<file path="config.mk">
export PLATFORM = sky130hd
export DESIGN_NAME = lsu
export DESIGN_NICKNAME = d
export VERILOG_FILES = /design/src/rtl/lsu_pkg.sv /design/src/rtl/lsu_align.sv /design/src/rtl/lsu.sv
export SDC_FILE = /design/constraint.sdc
export NUM_CORES = 1
export LEC_CHECK = 0
export CAP_MARGIN = 20
export CORE_ASPECT_RATIO = 1.1
export CORE_MARGIN = 5
export CORE_UTILIZATION = 38
export DETAILED_ROUTE_END_ITERATION = 8
export PLACE_DENSITY = 0.76
export SLEW_MARGIN = 15
export SYNTH_ARGS = -nofsm -noshare
export SYNTH_HDL_FRONTEND = slang
export SYNTH_SLANG_ARGS = --single-unit
export TNS_END_PERCENT = 50
</file>
<file path="constraint.sdc">
create_clock -name clk -period 2.5 [get_ports clk]
set_input_delay 0.5 -clock clk [delete_from_list [all_inputs] [get_ports clk]]
set_output_delay 0.5 -clock clk [all_outputs]
set_load 0.02 [all_outputs]
</file>
<file path="src/rtl/lsu_pkg.sv">
// Shared constants and decode helpers for the RV32I load/store unit.
package lsu_pkg;

    localparam int DATA_W = 32;

    localparam logic [2:0] F3_B  = 3'd0;
    localparam logic [2:0] F3_H  = 3'd1;
    localparam logic [2:0] F3_W  = 3'd2;
    localparam logic [2:0] F3_BU = 3'd4;
    localparam logic [2:0] F3_HU = 3'd5;

    typedef enum logic {
        ST_IDLE = 1'b0,
        ST_WAIT = 1'b1
    } lsu_state_t;

    function automatic logic f3_legal(input logic is_load, input logic [2:0] f3);
        if (is_load)
            return (f3 == F3_B) || (f3 == F3_H) || (f3 == F3_W) || (f3 == F3_BU) || (f3 == F3_HU);
        return (f3 == F3_B) || (f3 == F3_H) || (f3 == F3_W);
    endfunction

    // funct3[1:0] carries the access size for both signed and unsigned loads.
    function automatic logic addr_misaligned(input logic [2:0] f3, input logic [1:0] lo);
        case (f3[1:0])
            2'd1:    return lo[0];
            2'd2:    return |lo;
            default: return 1'b0;
        endcase
    endfunction

endpackage

</file>
<file path="src/rtl/lsu_align.sv">
// Byte-lane steering for stores and lane extraction with sign/zero extension for loads.
module lsu_align
    import lsu_pkg::*;
(
    input  logic [2:0]        st_funct3,
    input  logic [1:0]        st_addr_lo,
    input  logic [DATA_W-1:0] st_wdata,
    output logic [3:0]        st_wstrb,
    output logic [DATA_W-1:0] st_lane_data,
    input  logic [2:0]        ld_funct3,
    input  logic [1:0]        ld_addr_lo,
    input  logic [DATA_W-1:0] ld_rdata,
    output logic [DATA_W-1:0] ld_data
);

    logic [DATA_W-1:0]        ld_shifted;
    logic signed [7:0]        byte_s;
    logic signed [15:0]       half_s;

    always_comb begin
        st_wstrb     = 4'b1111;
        st_lane_data = st_wdata;
        case (st_funct3)
            F3_B: begin
                st_wstrb     = 4'b0001 << st_addr_lo;
                st_lane_data = {4{st_wdata[7:0]}};
            end
            F3_H: begin
                st_wstrb     = 4'b0011 << st_addr_lo;
                st_lane_data = {2{st_wdata[15:0]}};
            end
            default: ;
        endcase
    end

    // Move the addressed lane down to bit 0 before extending.
    assign ld_shifted = ld_rdata >> {ld_addr_lo, 3'b000};
    assign byte_s     = ld_shifted[7:0];
    assign half_s     = ld_shifted[15:0];

    always_comb begin
        ld_data = ld_rdata;
        case (ld_funct3)
            F3_B:    ld_data = DATA_W'(byte_s);
            F3_H:    ld_data = DATA_W'(half_s);
            F3_BU:   ld_data = DATA_W'(ld_shifted[7:0]);
            F3_HU:   ld_data = DATA_W'(ld_shifted[15:0]);
            default: ;
        endcase
    end

endmodule

</file>
<file path="src/rtl/lsu.sv">
// Load/store unit: single outstanding req/ack transaction with alignment trap and bus timeout.
module lsu
    import lsu_pkg::*;
#(
    parameter int TIMEOUT = 255
) (
    input  logic              clk,
    input  logic              reset,
    input  logic              ex_valid,
    input  logic              ex_load,
    input  logic              ex_store,
    input  logic [2:0]        ex_funct3,
    input  logic [DATA_W-1:0] ex_addr,
    input  logic [DATA_W-1:0] ex_wdata,
    input  logic [4:0]        ex_rd,
    output logic              lsu_busy,
    output logic              wb_valid,
    output logic [4:0]        wb_rd,
    output logic [DATA_W-1:0] wb_data,
    output logic              misaligned,
    output logic              bus_error,
    output logic              mem_req,
    output logic              mem_we,
    output logic [DATA_W-1:0] mem_addr,
    output logic [3:0]        mem_wstrb,
    output logic [DATA_W-1:0] mem_wdata,
    input  logic [DATA_W-1:0] mem_rdata,
    input  logic              mem_ack
);

    lsu_state_t        state, state_nxt;
    logic [7:0]        cnt, cnt_nxt;
    logic              req_nxt, we_nxt, busy_nxt;
    logic [DATA_W-1:0] addr_nxt, wdata_nxt;
    logic [3:0]        wstrb_nxt;
    logic              wb_valid_nxt, mis_nxt, berr_nxt;
    logic [4:0]        wb_rd_nxt;
    logic [DATA_W-1:0] wb_data_nxt;

    logic              ld_p0, ld_nxt;
    logic [2:0]        f3_p0, f3_nxt;
    logic [1:0]        lo_p0, lo_nxt;
    logic [4:0]        rd_p0, rd_nxt;

    logic              accept;
    logic [3:0]        st_wstrb;
    logic [DATA_W-1:0] st_lane_data, ld_data;

    lsu_align u_align (
        .st_funct3    (ex_funct3),
        .st_addr_lo   (ex_addr[1:0]),
        .st_wdata     (ex_wdata),
        .st_wstrb     (st_wstrb),
        .st_lane_data (st_lane_data),
        .ld_funct3    (f3_p0),
        .ld_addr_lo   (lo_p0),
        .ld_rdata     (mem_rdata),
        .ld_data      (ld_data)
    );

    assign accept = ex_valid && (ex_load ^ ex_store) && f3_legal(ex_load, ex_funct3);

    always_comb begin
        state_nxt    = state;
        cnt_nxt      = cnt;
        req_nxt      = mem_req;
        we_nxt       = mem_we;
        busy_nxt     = lsu_busy;
        addr_nxt     = mem_addr;
        wstrb_nxt    = mem_wstrb;
        wdata_nxt    = mem_wdata;
        wb_valid_nxt = 1'b0;
        wb_rd_nxt    = '0;
        wb_data_nxt  = '0;
        mis_nxt      = 1'b0;
        berr_nxt     = 1'b0;
        ld_nxt       = ld_p0;
        f3_nxt       = f3_p0;
        lo_nxt       = lo_p0;
        rd_nxt       = rd_p0;
        case (state)
            ST_IDLE: begin
                if (accept) begin
                    if (addr_misaligned(ex_funct3, ex_addr[1:0])) begin
                        mis_nxt = 1'b1;
                    end else begin
                        state_nxt = ST_WAIT;
                        cnt_nxt   = '0;
                        req_nxt   = 1'b1;
                        busy_nxt  = 1'b1;
                        we_nxt    = ex_store;
                        addr_nxt  = {ex_addr[DATA_W-1:2], 2'b00};
                        wstrb_nxt = ex_store ? st_wstrb : 4'b0000;
                        wdata_nxt = ex_store ? st_lane_data : '0;
                        ld_nxt    = ex_load;
                        f3_nxt    = ex_funct3;
                        lo_nxt    = ex_addr[1:0];
                        rd_nxt    = ex_rd;
                    end
                end
            end
            ST_WAIT: begin
                // Ack takes priority over the timeout limit in the same cycle.
                if (mem_ack) begin
                    state_nxt    = ST_IDLE;
                    req_nxt      = 1'b0;
                    busy_nxt     = 1'b0;
                    we_nxt       = 1'b0;
                    wb_valid_nxt = ld_p0;
                    wb_rd_nxt    = ld_p0 ? rd_p0 : 5'd0;
                    wb_data_nxt  = ld_p0 ? ld_data : '0;
                end else if (cnt == 8'(TIMEOUT - 1)) begin
                    state_nxt = ST_IDLE;
                    req_nxt   = 1'b0;
                    busy_nxt  = 1'b0;
                    we_nxt    = 1'b0;
                    berr_nxt  = 1'b1;
                end else begin
                    cnt_nxt = cnt + 8'd1;
                end
            end
            default: state_nxt = ST_IDLE;
        endcase
    end

    always_ff @(posedge clk) begin
        if (reset) begin
            state      <= ST_IDLE;
            cnt        <= '0;
            mem_req    <= 1'b0;
            mem_we     <= 1'b0;
            lsu_busy   <= 1'b0;
            mem_addr   <= '0;
            mem_wstrb  <= '0;
            mem_wdata  <= '0;
            wb_valid   <= 1'b0;
            wb_rd      <= '0;
            wb_data    <= '0;
            misaligned <= 1'b0;
            bus_error  <= 1'b0;
        end else begin
            state      <= state_nxt;
            cnt        <= cnt_nxt;
            mem_req    <= req_nxt;
            mem_we     <= we_nxt;
            lsu_busy   <= busy_nxt;
            mem_addr   <= addr_nxt;
            mem_wstrb  <= wstrb_nxt;
            mem_wdata  <= wdata_nxt;
            wb_valid   <= wb_valid_nxt;
            wb_rd      <= wb_rd_nxt;
            wb_data    <= wb_data_nxt;
            misaligned <= mis_nxt;
            bus_error  <= berr_nxt;
        end
    end

    // Load bookkeeping is only read after an accept, so it needs no reset.
    always_ff @(posedge clk) begin
        ld_p0 <= ld_nxt;
        f3_p0 <= f3_nxt;
        lo_p0 <= lo_nxt;
        rd_p0 <= rd_nxt;
    end

endmodule
</file>
Word-level counts from Yosys, hierarchy flattened --
Index checks and enable logic that the tools add are counted.
Word-level totals: bits in registers 128, input port bits 110, output and inout port bits 111, word-level logic and storage cells 88
Operators by class: add/sub/neg operators 1, equality and inequality tests 15, shift operators 3, mux-type cells 31, bitwise logic cells 6, reductions and logical operators 16
Operators with widths (number):
- $pmux W32 S4 | 1
- $pmux W32 S2 | 1
- $mux W32 | 1
- $mux W8 | 4
- $shr A32 B5 Y16 | 1
- $mux W1 | 17
- $pmux W8 S2 | 1
- $eq A3 B3 Y1 const B | 4
- $reduce_or A3 Y1 | 3
- $add A8 B1 Y8 const B | 1
- $eq A8 B8 Y1 const B | 1
- $ne A2 B2 Y1 const B | 4
- $pmux W1 S2 | 4
- $pmux W4 S2 | 1
- $eq A3 B1 Y1 const B | 2
- $logic_not A3 Y1 | 2
- $reduce_and A3 Y1 | 2
- $not A1 Y1 | 5
- $logic_or A1 B1 Y1 | 4
- $mux W4 | 1
- $reduce_and A4 Y1 | 1
- $reduce_or A4 Y1 | 1
- $shl A1 B2 Y4 const A | 1
- $shl A2 B2 Y4 const A | 1
- 7 further kinds | 8

Logic depth before layout (Yosys ltp) --
depth after elaboration 13, depth in mapped cells 12, depth with buffers taken out 8

By module --
A second synthesis with hierarchy kept.
Unflattened totals: cell total of the unflattened synthesis 556, area total of the unflattened synthesis 5652.9 um2
By module, submodules not included:
- lsu | instances 1, cells each 384, area each 4443.0 um2, sequential area each 2672.6 um2
- lsu_align | instances 1, cells each 172, area each 1209.9 um2, sequential area each 0.0 um2

Least setup slack after synthesis --
Ideal clock, no wire load.
kind in2reg, from input port ex_funct3[1], to register f3_p0[0], enable pin, arrival 2155 ps, setup slack 9 ps, cell stages on the path 10, buffers on the path 4, path through inv_1 > ha_1 > buf_2 > or3b_1 > a31oi_1 > or4_1 > buf_2 > inv_2 > buf_4 > buf_2
On the way: cells in the longest elaborated chain, start to end 9, elaborated cells between the ends (all ways) 19
RTL lines:
- from (decl) | line lsu.sv:12 | input logic [2:0] ex_funct3,
- $eq A3 B1 Y1 or $logic_not A3 Y1 (tied branches) | line lsu_pkg.sv:19, lsu_pkg.sv:20
- $logic_or A1 B1 Y1 (2 in series) | line lsu_pkg.sv:19, lsu_pkg.sv:20
- $logic_or A1 B1 Y1 (2 in series) | line lsu_pkg.sv:19 | return (f3 == F3_B) || (f3 == F3_H) || (f3 == F3_W) || (f3 == F3_BU) || (f3 == F3_HU);
- $mux W1 | line lsu_pkg.sv:18 | if (is_load)
- $mux W1 | line lsu_pkg.sv:20 | return (f3 == F3_B) || (f3 == F3_H) || (f3 == F3_W);
- $logic_and A1 B1 Y1 | line lsu.sv:61 | assign accept = ex_valid && (ex_load ^ ex_store) && f3_legal(ex_load, ex_funct3);
- $reduce_and A3 Y1 (no source line) (*)
- to (signal assigned) | line lsu.sv:161 | f3_p0 <= f3_nxt;
- to (decl) | line lsu.sv:41 | logic [2:0] f3_p0, f3_nxt;
Mark *: on every way between the ends. The rest lies on a longest branch, timed or not. The select of a mux whose other input is x is not followed. A chain may end at the register's enable or synchronous reset.

Worst setup path in the final report --
from input port ex_funct3[0], to register cnt[7]
On the way: cells in the longest elaborated chain, start to end 10, elaborated cells between the ends (all ways) 20
RTL lines:
- $eq A3 B1 Y1 or $logic_not A3 Y1 (tied branches) | line lsu_pkg.sv:19, lsu_pkg.sv:20
- $logic_or A1 B1 Y1 (2 in series) | line lsu_pkg.sv:19, lsu_pkg.sv:20
- $logic_or A1 B1 Y1 (2 in series) | line lsu_pkg.sv:19
- $mux W1 | line lsu_pkg.sv:18
- $mux W1 | line lsu_pkg.sv:20
- $logic_and A1 B1 Y1 | line lsu.sv:61
- $ne A2 B2 Y1 (no source line)
- $reduce_and A4 Y1 (no source line) (*)
- to (signal assigned) | line lsu.sv:143 | cnt <= cnt_nxt;
- to (decl) | line lsu.sv:32 | logic [7:0] cnt, cnt_nxt;
Marks and branches as above.

==> out/metrics.csv <==
metric,value,unit
vdd_drop_max,0.3925,mV
synth-edff-count,11,
rows,44,
vias,5179,
startpoint,ex_funct3[0],
synth_top_cell_area_share,45.05,%
slew_headroom,45.73,%
path_buf_inv,5,
power_density,636.7,nW/um^2
combPwrFrac,11.9,%
dr.pass1.iters,5,
syn_inst,579,
htreeDepth,4,
synthArstFlopShare,0,%
r2r_end,wb_data[16]$_SDFF_PP0_,
switching_share,24.20,%
die_y,132.7,um
via_per_inst,5.184,
hpwl,13010,um
insertion_delay,0.41,ns
die_w,121.5,um
cpMaxStageDelayCell,clkdlybuf4s50_1,
path_depth,10,
clock-sinks,128,
nFillCells,1103,
seq_power_share,40.5,%
routabilityCongestion,0.9297,
grt.overflow.total,0,
crit_path_max_fanout,22,
ios,221,
setup_viol,0,
design.core.area,13320,sq um
holdCritStartpoint,rd_p0[4]$_DFFE_PP_,
final-max-slew-violation-count,0,
routed_wl,17300,um
fin_hold_ws,0.4368,ns
finalCritPeriodShare,95.72,%
seqCellArea,2673,sq um
status,"finished, final reports clean",
first_global_vias,5206,
multi_input_area,2295,sq um
initial_core_util,39.02,%
numCtsBuffers,17,
min_to,wb_rd[4]$_SDFF_PP0_,
rr_worst_depth,6,
cp_top_family,buffers and inverters,
required,2.78,ns
syn_to_final_growth,60.58,%
synth_area_per_cell,8.979,sq um
postLayoutCellArea,8348,sq um
min_path_type,flop to flop,
synthesis.area,5199,sq um
grt_max_degree,80,
fin_ws,0.1069,ns
grt_pass1_wl,27070,um
switchingPower,1.286,mW
setup_tns,0,ns
ys_ff_latch,128,
clock_path_buffers,2,
placed_cell_area,7676,sq um
crit_path_end_kind,flop,
synth_cell_types,50,
arrival,2.68,ns
final_core_util,62.66,%
cts_root_buf,clkbuf_16,
internal_power,4.029,mW
period_needed,2.393,ns
clockPowerShare,47.6,%
antenna_found_initial,1,
drt-initial-drc-count,425,
tritoncts,done,
final_nets,916,
reg2reg_slack,0.57,ns
drt_drc_violations_left,0,
place.port_buffers,218,
skew,0.006076,ns
yosysWarnings,0,
ant_nets,0,
synth_largest_area_cell,dfxtp_1,
synth_flop_cell,dfxtp_1,
tightest_slew,0.8140,ns
fin_cells,999,
synth_seq_area_share,51.41,%
path_cells,"clkdlybuf4s50_1, buf_4, ha_2, buf_4, or3b_1, a31oi_2, or4_4, inv_6, buf_12, a2111oi_1",
power,5.315,mW
max_freq,417.9,MHz
power_leakage,3.084,nW
hold_violations,0,
ys_top_cells_by_area,"dfxtp_1 45%, nand2_1 7.1%, a21oi_1 6.8%, edfxtp_1 6.4%, o21ai_0 4.1%",
preCtsSetupSlack,-0.5446,ns
dieArea,16120,sq um
clk_pin_slew_worst_paths,0.06,ns
hold_path_depth,1,
groute.usage.overall,21.10,%
layout-drive-gt1-share,12.29,%
dp_cells,966,
rr_startpoint,lo_p0[1]$_DFFE_PP_,
maxCapViolCount,0,
critical-path-max-stage-delay,0.43,ns
post_drt_wl_per_cell,17.32,um
crit_top_cell,buf_4,
critPathKind,input port to flop,
start_kind,input port,
[power by group through the flow]
stage,combinational (mW),clock (mW),sequential [mW]
6_report,0.634,2.53,2.15
5_1_grt,0.677,2.68,2.16
4_1_cts,0.628,2.57,2.15
3_5_place_dp,0.620,0,2.20
3_3_place_gp,0.612,0,2.19
2_1_floorplan,0.226,0,2.23
[cells in the mapped netlist, types with 9 or more instances]
master and number:
nand3_1 25, nand3b_1 17, mux2i_1 11, nand2_1 98
dfxtp_1 117, clkbuf_1 23, nor2_1 23, a21oi_1 71
and2_1 9, o21ai_0 43, edfxtp_1 11, a21o_2 16
buf_2 15
[cells by family after synthesis]
family,count (synthesis),share of synthesized area [%]
compound gates,171,20.87
xor+xnor,5,0.8423
fa+ha+maj,5,1.203
buf+inv,56,4.982
flops,128,51.41
mux,12,2.335
other cells,1,0.07213
simple gates,201,18.29
[cells in the final DEF, fill, tap and decap left out, types with 2 or more instances in the layout]
master	count
a21o_2	16
a21oi_1	69
a21oi_2	2
a221oi_1	8
a22o_1	8
a22oi_1	7
a31oi_1	2
and2_1	9
buf_12	6
buf_4	27
bufinv_16	2
clkbuf_16	18
clkdlybuf4s50_1	216
clkinv_4	2
clkinvlp_4	3
conb_1	2
dfxtp_1	117
edfxtp_1	11
ha_1	3
ha_2	2
inv_1	6
inv_6	5
mux2i_1	11
nand2_1	98
nand2b_1	3
nand3_1	25
nand3b_1	17
nand4_1	2
nor2_1	23
nor2b_1	4
nor3_1	7
o211ai_1	2
o21ai_0	43
o221a_2	7
or2_2	2
xor2_1	5
[registers in the layout (all words and copies together) (netlist names), 2 cells and up]
name / flops
cnt: 8
mem_addr: 30
wb_rd: 5
mem_wstrb: 4
lo_p0: 2
rd_p0: 5
wb_data: 32
mem_wdata: 32
f3_p0: 3
[repair_timing]
item,CTS,global route
buffers inserted,0,0
endpoints found under the setup margin,86,83
pin swaps,0,2
hold buffers,0,0
gates resized for setup,5,11
[layout make-up]
type	instances	share of cell area (%)
sequential	128	32.01
clock buffer	20	5.606
tap	184	2.758
timing repair buffer	251	29.98
inverter	7	0.3747
clock inverter	12	1.754
antenna	1	0.02998
multi-input combinational	396	27.49
[metal layers]
layer | vias to the layer above | wire length (um) | GRT usage, %
met5 | - | 13 | 0
met4 | 2 | 314 | 6.725
met3 | 24 | 1768 | 9.009
met2 | 244 | 8594 | 36.77
met1 | 2438 | 6612 | 22.99
li1 | 2471 | - | -
[how the worst max path moves through the flow]
stage	end	slack [ns]
after floorplan	f3_p0[0]$_DFFE_PP_	0.009
after global placement	mem_wstrb[1]$_SDFFE_PP0P_	-0.48
after detailed placement	cnt[1]$_SDFFE_PP0P_	-0.54
after CTS	cnt[1]$_SDFFE_PP0P_	-0.005
after global routing	mem_wstrb[1]$_SDFFE_PP0P_	-0.002
final	cnt[7]$_SDFFE_PP0P_	0.11
Note: power is estimated with default switching activity, not from simulation.
